===== config.mk =====
export PLATFORM = sky130hd
export DESIGN_NAME = mc_ctrl_fsm
export DESIGN_NICKNAME = d
export VERILOG_FILES = /design/src/rtl/mc_ctrl_fsm_pkg.sv /design/src/rtl/mc_ctrl_fsm_decode.sv /design/src/rtl/mc_ctrl_fsm.sv
export SDC_FILE = /design/constraint.sdc
export NUM_CORES = 1
export LEC_CHECK = 0
export ABC_AREA = 1
export ABC_CLOCK_PERIOD_IN_PS = 4000
export CAP_MARGIN = 20
export CELL_PAD_IN_SITES_DETAIL_PLACEMENT = 1
export CELL_PAD_IN_SITES_GLOBAL_PLACEMENT = 1
export CORE_MARGIN = 2
export CORE_UTILIZATION = 20
export DETAILED_ROUTE_END_ITERATION = 16
export PLACE_DENSITY_LB_ADDON = 0.1
export RECOVER_POWER = 50
export SLEW_MARGIN = 5
export SYNTH_ARGS = -nofsm -noshare
export SYNTH_HDL_FRONTEND = slang
export SYNTH_SLANG_ARGS = --single-unit

===== constraint.sdc =====
create_clock -name clk -period 4 [get_ports clk]
set_clock_uncertainty 0.15 [all_clocks]
set_input_delay 1 -clock clk [delete_from_list [all_inputs] [get_ports clk]]
set_output_delay 1 -clock clk [all_outputs]
set_load 0.05 [all_outputs]

===== src/rtl/mc_ctrl_fsm_pkg.sv =====
// rtl/mc_ctrl_fsm_pkg.sv - shared encodings for the multi-cycle control FSM
package mc_ctrl_fsm_pkg;

  localparam logic [2:0] ST_FETCH  = 3'd0;
  localparam logic [2:0] ST_DECODE = 3'd1;
  localparam logic [2:0] ST_EXEC   = 3'd2;
  localparam logic [2:0] ST_MEM    = 3'd3;
  localparam logic [2:0] ST_WB     = 3'd4;

  localparam logic [5:0] OP_RTYPE = 6'h00;
  localparam logic [5:0] OP_J     = 6'h02;
  localparam logic [5:0] OP_JAL   = 6'h03;
  localparam logic [5:0] OP_BEQ   = 6'h04;
  localparam logic [5:0] OP_ORI   = 6'h0D;
  localparam logic [5:0] OP_LUI   = 6'h0F;
  localparam logic [5:0] OP_LW    = 6'h23;
  localparam logic [5:0] OP_SW    = 6'h2B;

  localparam logic [5:0] FN_NOP  = 6'h00;
  localparam logic [5:0] FN_JR   = 6'h08;
  localparam logic [5:0] FN_ADDU = 6'h21;
  localparam logic [5:0] FN_SUBU = 6'h23;

  localparam logic [3:0] ALU_ADD = 4'b0000;
  localparam logic [3:0] ALU_SUB = 4'b0001;
  localparam logic [3:0] ALU_OR  = 4'b0010;
  localparam logic [3:0] ALU_LUI = 4'b0100;

  localparam logic [1:0] PC_SRC_PC4 = 2'b00;
  localparam logic [1:0] PC_SRC_BR  = 2'b01;
  localparam logic [1:0] PC_SRC_J   = 2'b10;
  localparam logic [1:0] PC_SRC_JR  = 2'b11;

  localparam logic [1:0] REG_DST_RT = 2'b00;
  localparam logic [1:0] REG_DST_RD = 2'b01;
  localparam logic [1:0] REG_DST_RA = 2'b10;

  localparam logic [1:0] WB_SEL_ALU = 2'b00;
  localparam logic [1:0] WB_SEL_MEM = 2'b01;
  localparam logic [1:0] WB_SEL_PC  = 2'b10;

  typedef struct packed {
    logic nop;
    logic addu;
    logic subu;
    logic ori;
    logic lui;
    logic lw;
    logic sw;
    logic beq;
    logic j;
    logic jal;
    logic jr;
  } instr_class_t;

  function automatic logic is_rtype(instr_class_t c);
    return c.addu | c.subu;
  endfunction

endpackage


===== src/rtl/mc_ctrl_fsm_decode.sv =====
// rtl/mc_ctrl_fsm_decode.sv - opcode/funct to one-hot instruction class plus illegal flag
module mc_ctrl_fsm_decode
  import mc_ctrl_fsm_pkg::*;
(
  input  logic [5:0]   opcode,
  input  logic [5:0]   funct,
  output instr_class_t cls,
  output logic         illegal
);

  always_comb begin
    cls     = '0;
    illegal = 1'b0;
    case (opcode)
      OP_RTYPE: begin
        case (funct)
          FN_NOP:  cls.nop  = 1'b1;
          FN_ADDU: cls.addu = 1'b1;
          FN_SUBU: cls.subu = 1'b1;
          FN_JR:   cls.jr   = 1'b1;
          default: illegal  = 1'b1;
        endcase
      end
      OP_ORI:  cls.ori = 1'b1;
      OP_LUI:  cls.lui = 1'b1;
      OP_LW:   cls.lw  = 1'b1;
      OP_SW:   cls.sw  = 1'b1;
      OP_BEQ:  cls.beq = 1'b1;
      OP_J:    cls.j   = 1'b1;
      OP_JAL:  cls.jal = 1'b1;
      default: illegal = 1'b1;
    endcase
  end

endmodule


===== src/rtl/mc_ctrl_fsm.sv =====
// rtl/mc_ctrl_fsm.sv - multi-cycle MIPS-subset control FSM driving the ALU and memories
// Optional retired-instruction counter enabled by MC_CTRL_PERF_EN.
module mc_ctrl_fsm
  import mc_ctrl_fsm_pkg::*;
#(
  parameter int ALUOP_W = 4,
  parameter int CNT_W   = 32
) (
  input  logic               clk,
  input  logic               reset,
  input  logic [5:0]         opcode,
  input  logic [5:0]         funct,
  input  logic               zero,
  input  logic               imem_ready,
  input  logic               dmem_ready,
  output logic               ir_we,
  output logic               pc_we,
  output logic [1:0]         pc_src,
  output logic [ALUOP_W-1:0] alu_op,
  output logic               alu_src_b,
  output logic               ext_op,
  output logic               reg_we,
  output logic [1:0]         reg_dst,
  output logic [1:0]         wb_sel,
  output logic               dmem_re,
  output logic               dmem_we,
  output logic               illegal,
  output logic [2:0]         state,
  output logic [CNT_W-1:0]   instr_cnt
);

  instr_class_t cls;
  logic         dec_illegal;

  mc_ctrl_fsm_decode u_decode (
    .opcode  (opcode),
    .funct   (funct),
    .cls     (cls),
    .illegal (dec_illegal)
  );

  logic [2:0] state_q, state_d;
  logic       ir_we_c, pc_we_c, alu_src_b_c, ext_op_c, reg_we_c;
  logic       dmem_re_c, dmem_we_c, illegal_c;
  logic [1:0] pc_src_c, reg_dst_c, wb_sel_c;
  logic [3:0] alu_op_c;

  always_comb begin
    state_d     = state_q;
    ir_we_c     = 1'b0;
    pc_we_c     = 1'b0;
    pc_src_c    = PC_SRC_PC4;
    alu_op_c    = ALU_ADD;
    alu_src_b_c = 1'b0;
    ext_op_c    = 1'b0;
    reg_we_c    = 1'b0;
    reg_dst_c   = REG_DST_RT;
    wb_sel_c    = WB_SEL_ALU;
    dmem_re_c   = 1'b0;
    dmem_we_c   = 1'b0;
    illegal_c   = 1'b0;
    case (state_q)
      ST_FETCH: begin
        if (imem_ready) begin
          ir_we_c = 1'b1;
          pc_we_c = 1'b1;
          state_d = ST_DECODE;
        end
      end
      ST_DECODE: begin
        if (cls.nop || dec_illegal) begin
          illegal_c = dec_illegal;
          state_d   = ST_FETCH;
        end else begin
          state_d = ST_EXEC;
        end
      end
      ST_EXEC: begin
        state_d = ST_FETCH;
        if (cls.addu || cls.subu) begin
          alu_op_c = cls.subu ? ALU_SUB : ALU_ADD;
          state_d  = ST_WB;
        end else if (cls.ori || cls.lui) begin
          alu_op_c    = cls.ori ? ALU_OR : ALU_LUI;
          alu_src_b_c = 1'b1;
          state_d     = ST_WB;
        end else if (cls.lw || cls.sw) begin
          alu_src_b_c = 1'b1;
          ext_op_c    = 1'b1;
          state_d     = ST_MEM;
        end else if (cls.beq) begin
          alu_op_c = ALU_SUB;
          pc_src_c = PC_SRC_BR;
          pc_we_c  = zero;
        end else if (cls.j || cls.jal) begin
          pc_we_c  = 1'b1;
          pc_src_c = PC_SRC_J;
          if (cls.jal) begin
            // Link written in the same cycle: the PC register already holds PC+4.
            reg_we_c  = 1'b1;
            reg_dst_c = REG_DST_RA;
            wb_sel_c  = WB_SEL_PC;
          end
        end else if (cls.jr) begin
          pc_we_c  = 1'b1;
          pc_src_c = PC_SRC_JR;
        end
      end
      ST_MEM: begin
        alu_src_b_c = 1'b1;
        ext_op_c    = 1'b1;
        dmem_re_c   = cls.lw;
        dmem_we_c   = cls.sw;
        if (!(cls.lw || cls.sw)) begin
          state_d = ST_FETCH;
        end else if (dmem_ready) begin
          state_d = cls.lw ? ST_WB : ST_FETCH;
        end
      end
      ST_WB: begin
        reg_we_c  = 1'b1;
        reg_dst_c = is_rtype(cls) ? REG_DST_RD : REG_DST_RT;
        wb_sel_c  = cls.lw ? WB_SEL_MEM : WB_SEL_ALU;
        state_d   = ST_FETCH;
      end
      default: state_d = ST_FETCH;
    endcase
  end

  always_ff @(posedge clk) begin
    if (!reset) begin
      state_q <= ST_FETCH;
    end else begin
      state_q <= state_d;
    end
  end

  // Every output is forced low while reset is asserted so an aborted instruction writes nothing.
  assign ir_we     = reset & ir_we_c;
  assign pc_we     = reset & pc_we_c;
  assign pc_src    = reset ? pc_src_c : 2'b00;
  assign alu_op    = reset ? ALUOP_W'(alu_op_c) : '0;
  assign alu_src_b = reset & alu_src_b_c;
  assign ext_op    = reset & ext_op_c;
  assign reg_we    = reset & reg_we_c;
  assign reg_dst   = reset ? reg_dst_c : 2'b00;
  assign wb_sel    = reset ? wb_sel_c : 2'b00;
  assign dmem_re   = reset & dmem_re_c;
  assign dmem_we   = reset & dmem_we_c;
  assign illegal   = reset & illegal_c;
  assign state     = reset ? state_q : 3'd0;

`ifdef MC_CTRL_PERF_EN
  logic             retire;
  logic [CNT_W-1:0] cnt_q;

  assign retire = (state_d == ST_FETCH) &&
                  ((state_q == ST_EXEC) || (state_q == ST_MEM) || (state_q == ST_WB) ||
                   ((state_q == ST_DECODE) && cls.nop));

  always_ff @(posedge clk) begin
    if (!reset) begin
      cnt_q <= '0;
    end else if (retire) begin
      cnt_q <= cnt_q + CNT_W'(1);
    end
  end

  assign instr_cnt = reset ? cnt_q : '0;
`else
  assign instr_cnt = '0;
`endif

endmodule


# Word level (Yosys, flattened, before mapping)
# Cells that the tools add are included.
# W data, S select, Z words.
[op_classes]
n_mux = 80
bitwise = 9
n_eq_ne = 16
reduce_logical = 11
[op_table]
columns = ["op", "count"]
rows = [
  ["$mux W1", 41],
  ["$mux W2", 18],
  ["$mux W3", 12],
  ["$eq A6 B6 Y1 const B", 4],
  ["$eq A6 B4 Y1 const B", 3],
  ["$eq A6 B2 Y1 const B", 2],
  ["$logic_not A6 Y1", 2],
  ["$pmux W3 S4", 1],
  ["$pmux W1 S2", 5],
  ["$and A1 B1 Y1", 8],
  ["$pmux W2 S2", 2],
  ["$reduce_or A7 Y1", 1],
  ["$eq A3 B2 Y1 const B", 2],
  ["$eq A6 B3 Y1 const B", 1],
  ["$logic_or A1 B1 Y1", 5],
  ["$mux W4", 1],
  ["$reduce_or A4 Y1", 1],
  ["$eq A3 B1 Y1 const B", 1],
  ["$eq A3 B3 Y1 const B", 1],
  ["$logic_not A3 Y1", 1],
  ["$ne A3 B3 Y1 const B", 1],
  ["$ne A2 B2 Y1 const B", 1],
  ["$reduce_and A2 Y1", 1],
  ["$or A1 B1 Y1", 1],
]
[word_totals]
output_inout_bits = 53
register_bits = 3
elab_cells = 117
inputBits = 17

# Longest topological paths before layout
[logic_depth]
ltp_word = 11
depth_mapped = 10
ltp_nobuf = 10

# Cells and area by module
# A second synthesis with hierarchy kept.
[unflattened]
cells_unflattened = 179
area_unflattened_um2 = 929.6
[modules_own_cells]
columns = ["mod", "area_per_inst_um2", "cells_each", "seq_area_each_um2", "instances"]
rows = [
  ["mc_ctrl_fsm", 714.4, 133, 60.1, 1],
  ["mc_ctrl_fsm_decode", 215.2, 46, 0.0, 1],
]

# Least setup slack after synthesis
# OpenSTA, ideal clock, no wires.
[synth_path]
path_kind = "input -> output"
start = "input reset"
end = "output alu_op[0]"
required_ps = 2850
path_buffers = 0
arrival_time_ps = 2689
slack_ps = 161
cell_stages = 6
path_cell_list = "nand2_1 -> inv_2 -> nand2_1 -> nor2_2 -> inv_1 -> o21ai_0"
[synth_via]
elab_chain_len = 1
[synth_rtl]
columns = ["element", "line", "source"]
rows = [
  ["from (decl)", "mc_ctrl_fsm.sv:10", "input logic reset,"],
  ["$mux W4", "mc_ctrl_fsm.sv:142", "assign alu_op = reset ? ALUOP_W'(alu_op_c) : '0;"],
  ["to (decl)", "mc_ctrl_fsm.sv:19", "output logic [ALUOP_W-1:0] alu_op,"],
]
# Every way passes these cells.

# Worst setup path in the final report
[layout_path]
start = "input opcode[2]"
end = "output alu_src_b"
[layout_via]
elab_chain_len = 8
word_cells_on_any_way = 18
classes_between = "eq/ne: 4; mux: 9; bitwise: 1; reduce/logical: 4"
[layout_rtl]
columns = ["element", "line", "source"]
rows = [
  ["from (decl)", "mc_ctrl_fsm.sv:11", "input logic [5:0] opcode,"],
  ["$eq A6 B6 Y1", "mc_ctrl_fsm_decode.sv:14", "case (opcode)"],
  ["$mux W1", "mc_ctrl_fsm_decode.sv:14", ""],
  ["$logic_or A1 B1 Y1", "mc_ctrl_fsm.sv:87", "end else if (cls.lw || cls.sw) begin"],
  ["$mux W1", "mc_ctrl_fsm.sv:87", ""],
  ["$mux W1", "mc_ctrl_fsm.sv:83", "end else if (cls.ori || cls.lui) begin"],
  ["$mux W1 *", "mc_ctrl_fsm.sv:80", "if (cls.addu || cls.subu) begin"],
  ["$pmux W1 S2 *", "mc_ctrl_fsm.sv:62", "case (state_q)"],
  ["$and A1 B1 Y1 *", "mc_ctrl_fsm.sv:143", "assign alu_src_b = reset & alu_src_b_c;"],
  ["to (decl)", "mc_ctrl_fsm.sv:20", "output logic alu_src_b,"],
]
# Every way passes the cells marked *; elsewhere a longest branch is shown, timed or not.

==> results.toml <==
[outcome]
status = "finished clean"

[sta]
fin_crit_sh = 0.9377
worstMarginPinSlew_ns = 0.6181
slew_headroom = 0.5897
setup_viol = 0
finalMaxSlewViolations = 0
finalHoldViolCount = 0
min_period_ns = 3.751
rsz0062_at_grt = "no"
max_freq_mhz = 266.6
setup_tns_ns = 0

[min_path]
worstHoldPathType = "flip-flop to flip-flop"
min_from = "state_q[2]"
min_to = "state_q[2]"
holdPathStages = 3

[pwr]
vdd_drop_max_mv = 0.1613
finalPower_w = 0.0002451
p_seq_frac = 0.134
p_int_w = 0.0001259
p_sw_w = 0.0001192
p_leak_nw = 0.5878
clkPwrFrac = 0.355
powerDensity_nw_per_um2 = 196.1
comb_power_share = 0.510
p_sw_frac = 0.4861

[yosys]
synth_most_common_cell = "buf_4"
synth_fa_ha_area_frac = 0
syn_area_per_cell_sq_um = 5.706
synth_cell_types = 20
synth.mux.area_fraction = 0
synth-edff-count = 0
synth_top_area_cell = "buf_4"
synth_commonest_cells = "34 x buf_4, 26 x nor2_1, 23 x nand2_1"
synth_compound_area_frac = 0.04977
synth_top_area_share = 0.3173
synth.area.top_cells = "buf_4 32%, nor2_1 12%, nand2_1 11%"
synth_warnings = 0
synthXorXnorAreaFrac = 0
post_synth_and_or_nand_nor_area_fraction = 0.4697
synth-seq-cells = 3
seq_area_frac_synth = 0.07465
postSynth.asyncResetShare = 0
synth_cells = 141
ys.flop_type = "dfxtp_1"
synth_top_family_by_area = "simple AND/OR/NAND/NOR gates"
syn_area_sq_um = 804.5

[global_route]
grt.total_usage = 0.1078
grt_overflow = 0
grt_pass1_vias = 827
grt_max_degree = 8
grt_pass1_wl_mm = 3.753
antenna_found_initial = 0

[placement]
gp_congestion = 0.8107
hpwl_mm = 2.202
dpl-instance-area_sq_um = 1250
numPortBuffers = 36

[clocking]
clkTransAtPathRegs_ns = 0.03
insertion_delay_ns = 0.21
cts.sinks = 3
cts-root-buf = "clkbuf_8"
post_cts_buffers = 0
cts_buffer_depth = 2
tritoncts = "yes"
htree_num_levels = 1
cts-resized-gates = 0
cts_buffers = 3
ctsHoldBuffers = 0

[floorplan]
die_height_microns = 67.43
core.rowCount = 23
die_w_microns = 67.43
die-area_sq_um = 4546
initial_core_util = 0.2041
num_io_pins = 70
placeableCoreArea_sq_um = 3943

[cells_and_area]
regMostFlops = "state_q"
drive_gt1_frac = 0.1833
fillerInstances = 528
diodes = 0
nNetsFinal = 198
final_util = 0.3170
largestRegisters = "state_q: 3 flops"
finalInstanceArea_sq_um = 1250
largest_reg_flops = 3
syn_to_final_growth_pct = 55.37

[detailed_routing]
routed_via_density = 3.743
drtPass1Iterations = 3
wl_per_cell_microns = 10.45
final_antenna_net_count = 0
dr_total_vias = 861
wl_mm = 2.403
drc = 0
drt-initial-drc-count = 18

[worst_setup_path]
r2r-end = "state_q[0]"
end_kind = "output pin"
cp-start-kind = "primary input"
worstPathArrival_ns = 2.60
crit_fanout = 5
worstRegToRegCells = 5
critPathRequiredTime_ns = 2.85
r2r-start = "state_q[0]"
worst-setup-path-type = "primary input to output pin"
reg2reg_slack_ns = 2.73

[job]
drv_cap = 0
==> cells by family (layout without fill, tap and decap cells) <==
family,after synthesis,count (layout)
simple gates,77,77
buf+inv,52,59
compound gates,8,8
flops,3,3
other cells,1,33
==> cell type report <==
class,instances,area [sq um],area share
inverter,18,67.56,0.05405
multi-input combinational,118,528.0,0.4224
clock buffer,4,45.04,0.03604
tap,50,62.56,0.05005
timing repair buffer,37,486.7,0.3894
sequential,3,60.06,0.04805
==> worst max-delay path: stages <==
cell             delay [ns]
clkdlybuf4s50_1        0.46
nor2_1                 0.22
nand3_2                0.14
nor2_2                 0.19
nor2_2                 0.06
inv_1                  0.14
o21ai_0                0.18
buf_12                 0.20
==> worst max-delay path by stage <==
stage,start,endpoint,slack (ns),depth (start not counted)
global route,opcode[4],alu_src_b,0.1,7
floorplan,reset,alu_op[0],0.16,6
finish,opcode[2],alu_src_b,0.25,8
detailed placement,opcode[4],alu_src_b,0.23,7
CTS,opcode[4],alu_src_b,0.23,7
global placement,opcode[4],illegal,0.30,8
==> per-layer routing <==
metal,track usage,part of all wire
met5,0,0
met4,0.03061,0.0062
met2,0.2054,0.52
met3,0.01500,0.072
met1,0.1233,0.40
==> cells in the final DEF (no fill, tap or decap), types with 2 or more instances in the layout <==
cell type,synthesis,routed
dfxtp_1,3,3
o21ai_0,6,6
a21oi_1,2,2
inv_1,15,15
nor2_1,26,28
nand4_1,2,2
nand2_2,2,2
nand3_1,9,9
clkdlybuf4s50_1,0,16
nor3_1,3,3
nor2_2,6,4
buf_12,0,15
clkbuf_8,0,3
nand2_1,23,23
conb_1,1,33
inv_2,3,3
clkbuf_1,0,6
==> power groups by stage <==
stage | Sequential, W | Clock (W) | Combinational [W]
6_report | 0.0000329 | 0.0000871 | 0.000125
5_1_grt | 0.0000332 | 0.0000942 | 0.000133
4_1_cts | 0.0000329 | 0.0000898 | 0.000128
3_5_place_dp | 0.0000333 | 0 | 0.000127
3_3_place_gp | 0.0000333 | 0 | 0.000127
2_1_floorplan | 0.0000328 | 0 | 0.000120
==> metrics by stage <==
| stage | setup slack [ns] | hold WS, ns | cells |
|---|---|---|---|
| global placement | 0.2988 | 0.4639 | 226 |
| global route | 0.09966 | 0.5177 | 230 |
| floorplan | 0.1610 | 0.4080 | 173 |
| CTS | 0.2345 | 0.4744 | 230 |
| detailed placement | 0.2318 | 0.4701 | 226 |
| finish | 0.2494 | 0.4623 | 230 |
Note: power is estimated with default switching activity, not from simulation.
